### src/rtl/pwm_capture.sv
// pwm_capture
// Measures the period and high time of an incoming PWM waveform over a
// programmed number of periods. It is the receiving end of the timer_moore PWM
// output. The last measured values are read back through the same
// 2-bit address / CNT_W-bit data register interface the timer uses.
//
// Ports
//   i_clk           system clock
//   i_rst_n         asynchronous active-low reset
//   i_start         arm a capture; only sampled while idle
//   i_we            register write strobe
//   i_addr          register address, shared by reads and writes
//   i_wdata         register write data
//   i_pwm           measured PWM input; may be asynchronous to i_clk
//   o_rdata         read data, combinational from i_addr
//   o_busy          high whenever a capture is armed or in progress
//   o_capture_done  one-cycle pulse when a capture ends, normally or on overflow
//   o_overflow      sticky; the counter saturated during the current/last capture
//
// Register map
//   0 (R)  period_reg  last full period in clock cycles
//   1 (R)  high_reg    last high time in clock cycles
//   2 (RW) num_reg     periods per capture; a written 0 is stored as 1
//   3 (R)  done_cnt    periods completed in the current/last capture
module pwm_capture #(
  parameter int CNT_W = 16
) (
  input  logic             i_clk,
  input  logic             i_rst_n,
  input  logic             i_start,
  input  logic             i_we,
  input  logic [1:0]       i_addr,
  input  logic [CNT_W-1:0] i_wdata,
  input  logic             i_pwm,
  output logic [CNT_W-1:0] o_rdata,
  output logic             o_busy,
  output logic             o_capture_done,
  output logic             o_overflow
);

  typedef enum logic [1:0] {
    IDLE      = 2'd0,
    WAIT_RISE = 2'd1,
    MEAS_HIGH = 2'd2,
    MEAS_LOW  = 2'd3
  } state_t;

  localparam logic [CNT_W-1:0] ONE     = CNT_W'(1);
  localparam logic [CNT_W-1:0] ALL_ONE = '1;

  state_t           state;
  logic             pwm_meta;
  logic             pwm_s;
  logic             pwm_d;
  logic             rise;
  logic             fall;
  logic             cnt_max;
  logic [CNT_W-1:0] cnt;
  logic [CNT_W-1:0] period_reg;
  logic [CNT_W-1:0] high_reg;
  logic [CNT_W-1:0] done_cnt;
  logic [CNT_W-1:0] done_next;
  logic [CNT_W-1:0] num_reg;
  logic [CNT_W-1:0] num_lat;

  // Two-flop synchronizer for the asynchronous PWM input, followed by one
  // delay flop so that edges can be detected on the synchronized signal.
  always_ff @(posedge i_clk or negedge i_rst_n) begin
    if (!i_rst_n) begin
      pwm_meta <= 1'b0;
      pwm_s    <= 1'b0;
      pwm_d    <= 1'b0;
    end else begin
      pwm_meta <= i_pwm;
      pwm_s    <= pwm_meta;
      pwm_d    <= pwm_s;
    end
  end

  assign rise      = pwm_s & ~pwm_d;
  assign fall      = ~pwm_s & pwm_d;
  assign cnt_max   = (cnt == ALL_ONE);
  assign done_next = done_cnt + ONE;
  assign o_busy    = (state != IDLE);

  // Period-count register. Writable at any time; the FSM only looks at the
  // copy taken when a capture is armed, so a write mid-capture is harmless.
  // Zero would mean "never finish", so it is promoted to one.
  always_ff @(posedge i_clk or negedge i_rst_n) begin
    if (!i_rst_n) begin
      num_reg <= ONE;
    end else if (i_we && (i_addr == 2'd2)) begin
      num_reg <= (i_wdata == '0) ? ONE : i_wdata;
    end
  end

  // Measurement FSM. cnt restarts at 1 on each detected rise, so the value
  // held when the following fall (or rise) is seen equals the high time (or
  // period) in clock cycles. A saturated counter with no edge in that cycle
  // aborts the capture and leaves the previous measurements untouched.
  always_ff @(posedge i_clk or negedge i_rst_n) begin
    if (!i_rst_n) begin
      state          <= IDLE;
      cnt            <= '0;
      period_reg     <= '0;
      high_reg       <= '0;
      done_cnt       <= '0;
      num_lat        <= ONE;
      o_capture_done <= 1'b0;
      o_overflow     <= 1'b0;
    end else begin
      o_capture_done <= 1'b0;
      case (state)
        IDLE: begin
          if (i_start) begin
            done_cnt   <= '0;
            o_overflow <= 1'b0;
            num_lat    <= num_reg;
            state      <= WAIT_RISE;
          end
        end
        WAIT_RISE: begin
          if (rise) begin
            cnt   <= ONE;
            state <= MEAS_HIGH;
          end
        end
        MEAS_HIGH: begin
          if (fall) begin
            high_reg <= cnt;
            cnt      <= cnt + ONE;
            state    <= MEAS_LOW;
          end else if (cnt_max) begin
            o_overflow     <= 1'b1;
            o_capture_done <= 1'b1;
            state          <= IDLE;
          end else begin
            cnt <= cnt + ONE;
          end
        end
        MEAS_LOW: begin
          if (rise) begin
            period_reg <= cnt;
            done_cnt   <= done_next;
            cnt        <= ONE;
            if (done_next == num_lat) begin
              o_capture_done <= 1'b1;
              state          <= IDLE;
            end else begin
              state <= MEAS_HIGH;
            end
          end else if (cnt_max) begin
            o_overflow     <= 1'b1;
            o_capture_done <= 1'b1;
            state          <= IDLE;
          end else begin
            cnt <= cnt + ONE;
          end
        end
        default: state <= IDLE;
      endcase
    end
  end

  // Read mux; combinational so software sees a value in the same cycle.
  always_comb begin
    o_rdata = period_reg;
    case (i_addr)
      2'd0:    o_rdata = period_reg;
      2'd1:    o_rdata = high_reg;
      2'd2:    o_rdata = num_reg;
      default: o_rdata = done_cnt;
    endcase
  end

endmodule

### config.mk
export PLATFORM = sky130hd
export DESIGN_NAME = pwm_capture
export DESIGN_NICKNAME = d
export VERILOG_FILES = /design/src/rtl/pwm_capture.sv
export SDC_FILE = /design/constraint.sdc
export NUM_CORES = 1
export LEC_CHECK = 0
export CORE_ASPECT_RATIO = 1.75
export CORE_MARGIN = 2
export CORE_UTILIZATION = 40
export CTS_CLUSTER_SIZE = 8
export DETAILED_ROUTE_END_ITERATION = 6
export MAX_ROUTING_LAYER = met4
export PLACE_DENSITY = 0.67
export SYNTH_ARGS = -nofsm -noshare
export SYNTH_HDL_FRONTEND = slang
export SYNTH_SLANG_ARGS = --single-unit
### constraint.sdc
create_clock -name i_clk -period 6.5 [get_ports i_clk]
set_input_delay 0.65 -clock i_clk [delete_from_list [all_inputs] [get_ports i_clk]]
set_output_delay 0.65 -clock i_clk [all_outputs]
set_load 0.03 [all_outputs]
==> impl_metrics.csv <==
group,metric,value,unit
critical_path,critPathLaunch,"i_addr[1]",
grt,overflow,0,
timing,fin_ws,3.108,ns
drt,wl_per_cell,19.37,microns
critical_path,slowest_stage,"clkdlybuf4s50_1",
cts,cts_resized,0,
timing,tns,0,ns
status,status,"finished clean",
min_path,hold_class,"in2async",
logic_synthesis,syn-cell-area,5318,sq um
power,p_per_area,339.0,nW/um^2
drt,drc_errors,0,
cts,tritoncts,"yes",
logic_synthesis,synth_cell_types,52,
critical_path,cp_max_fo,17,
drt,drtPass1Iterations,4,
cts,numCtsBuffers,9,
floorplan,ios,42,
cts,postCtsHoldBufs,0,
floorplan,placementRows,55,
logic_synthesis,synthArstFlopShare,1.000,
timing,drv_slew,0,
critical_path,start_kind,"primary input",
logic_synthesis,synth_area_per_cell,10.74,sq um
timing,fmax,0.2948,GHz
layout,synthToLayoutAreaGrowth,15.39,%
layout,final_util,0.4743,
cts,ctsRootBufferMaster,"clkbuf_16",
critical_path,r2r-end,"cnt[3]",
drt,drt_iter0_drc,227,
logic_synthesis,synth_top_area_share,0.4753,
placement,preCtsSetupSlack,3.082,ns
logic_synthesis,synth_edf_count,0,
grt,grt_max_degree,70,
drt,wirelength,13420,microns
power,ir_drop,0.1638,mV
timing,skew,0.005841,ns
logic_synthesis,seq_area_frac_synth,0.4852,
grt,grt_pass1_vias,4033,
logic_synthesis,synth.area.top_cells,"dfrtp_1 48%, mux2_2 10%, mux4_2 6.8%",
critical_path,rrSetupSlack,3.36,ns
power,power.total,2080,uW
critical_path,r2r-start,"state[1]",
drt,vias,3934,
critical_path,criticalPathCategory,"in2out",
critical_path,worstPathRequired,5.85,ns
logic_synthesis,syn_nets,520,
floorplan,die_h,156.5,microns
floorplan,core_area,12940,sq um
logic_synthesis,synth_cells,495,
critical_path,crit_chain,"clkdlybuf4s50_1 -> mux4_2 -> clkdlybuf4s50_1",
timing,holdWs,0.2529,ns
floorplan,die_w,91.16,microns
placement,hpwl,9907,microns
logic_synthesis,synth.most_common_cell,"dfrtp_1",
grt,grt_pass1_wl,21380,microns
critical_path,critPathArrivalTime,2.74,ns
job,maxCapViolCount,0,
cts,htreeDepth,3,
timing,setup_violations,0,
cts,clock_insertion_delay_worst_skew,0.34,ns
placement,place_congestion,0.8783,
timing,min_period,3.392,ns
floorplan,die-area,14270,sq um
timing,slew_headroom,0.2762,
cts,clk_path_buf_depth,2,
critical_path,r2r_cells,7,
grt,grt_antenna_before_repair,0,
drt,via_per_inst,5.677,
placement,numPortBuffers,41,
timing,post-route-period-util,0.5219,
critical_path,cp-end-kind,"output port",
layout,num-fill-cells,1229,
power,p_leak,0.002657,uW
cts,cts_sinks,103,
timing,hold_viol,0,
cts,cts_setup_buffers,0,
floorplan,initial_core_util,0.4110,
timing,worstMarginPinSlew,1.085,ns
cts,clk_pin_slew,0.06,ns
logic_synthesis,synth_top_area_cell,"dfrtp_1",
logic_synthesis,synth_commonest_cells,"101 x dfrtp_1, 73 x nand2_1, 47 x mux2_2, 35 x o21ai_0, 27 x nor2_1",
critical_path,crit_path_frequent_cell,"clkdlybuf4s50_1",
drt,ant_nets,0,
logic_synthesis,synth_ff_type,"dfrtp_1",
layout,diodes,0,
timing,rsz0062_at_grt,"false",
logic_synthesis,ys_warn_count,0,
layout,drive_gt1_frac,0.1801,
grt,groute.usage.overall,0.2008,
logic_synthesis,ys_ff_latch,103,
layout,nets,542,
critical_path,cp_slowest_stage_delay,1.04,ns
where the power goes:
part | internal [uW] | switching (uW) | leakage [uW]
Combinational | 280 | 281 | 0.00116
Sequential | 775 | 158 | 0.00134
Clock | 351 | 235 | 0.000157
metal layers:
| layer | part of all wire | vias to the layer above | wire [microns] | GRT usage |
|---|---|---|---|---|
| li1 | - | 1821 | - | - |
| met1 | 0.37 | 2012 | 4917 | 0.2080 |
| met2 | 0.57 | 82 | 7667 | 0.3735 |
| met3 | 0.038 | 19 | 505 | 0.02648 |
| met4 | 0.025 | 0 | 329 | 0.09235 |
| met5 | 0 | - | 0 | - |
layout make-up:
type	instances	area, sq um	share of cell area
sequential	103	2580	0.4205
inverter	5	18.77	0.003059
clock inverter	4	77.57	0.01264
tap	171	214.0	0.03487
timing repair buffer	45	437.9	0.07137
clock buffer	12	246.5	0.04017
multi-input combinational	353	2561	0.4174
per-stage QoR:
stage	cell area, sq um	cells
global route	6136	693
finish	6136	693
floorplan	5318	495
CTS	6136	693
global placement	5812	677
detailed placement	5812	677
critical path, delay by kind of cell:
kind	cells	cell delay, ns
buffers and inverters	2	1.71
multiplexers	1	0.36
worst max path at each step:
stage                              to  slack (ns)
after floorplan            o_rdata[0]        4.03
after global placement     o_rdata[9]        3.13
after detailed placement  o_rdata[11]        3.08
after CTS                 o_rdata[11]        3.08
after global routing      o_rdata[11]        3.00
final                     o_rdata[13]        3.11
cells by family after synthesis:
group                      Yosys count  share of synthesized area
adders and majority gates            2                   0.004705
and+or+nand+nor                    170                     0.1560
xor gates and xnor gates            34                    0.05600
DFF                                103                     0.4852
buffers and inverters               39                    0.03412
muxes                               64                     0.1692
AOI/OAI and AO/OA                   83                    0.09483
cell usage in the layout, fill, tap and decap left out, types with 3 or more instances in the layout:
master           instances
nand2b_1                 3
xnor2_1                 16
nor2b_1                  3
o31ai_1                  8
o211ai_1                 3
clkbuf_16                9
clkdlybuf4s50_1         40
dfrtp_1                101
mux2_2                  47
and2_1                   4
xor2_1                  18
nand3_1                 15
buf_4                    5
nand4_1                 12
nor4_1                   3
o21ai_0                 35
nand3b_1                 4
nor3_1                   5
inv_1                    5
nor2_1                  27
and3_1                  10
mux4_2                  16
nand2_1                 73
a21oi_1                 20
(Power assumes the default switching activity.)
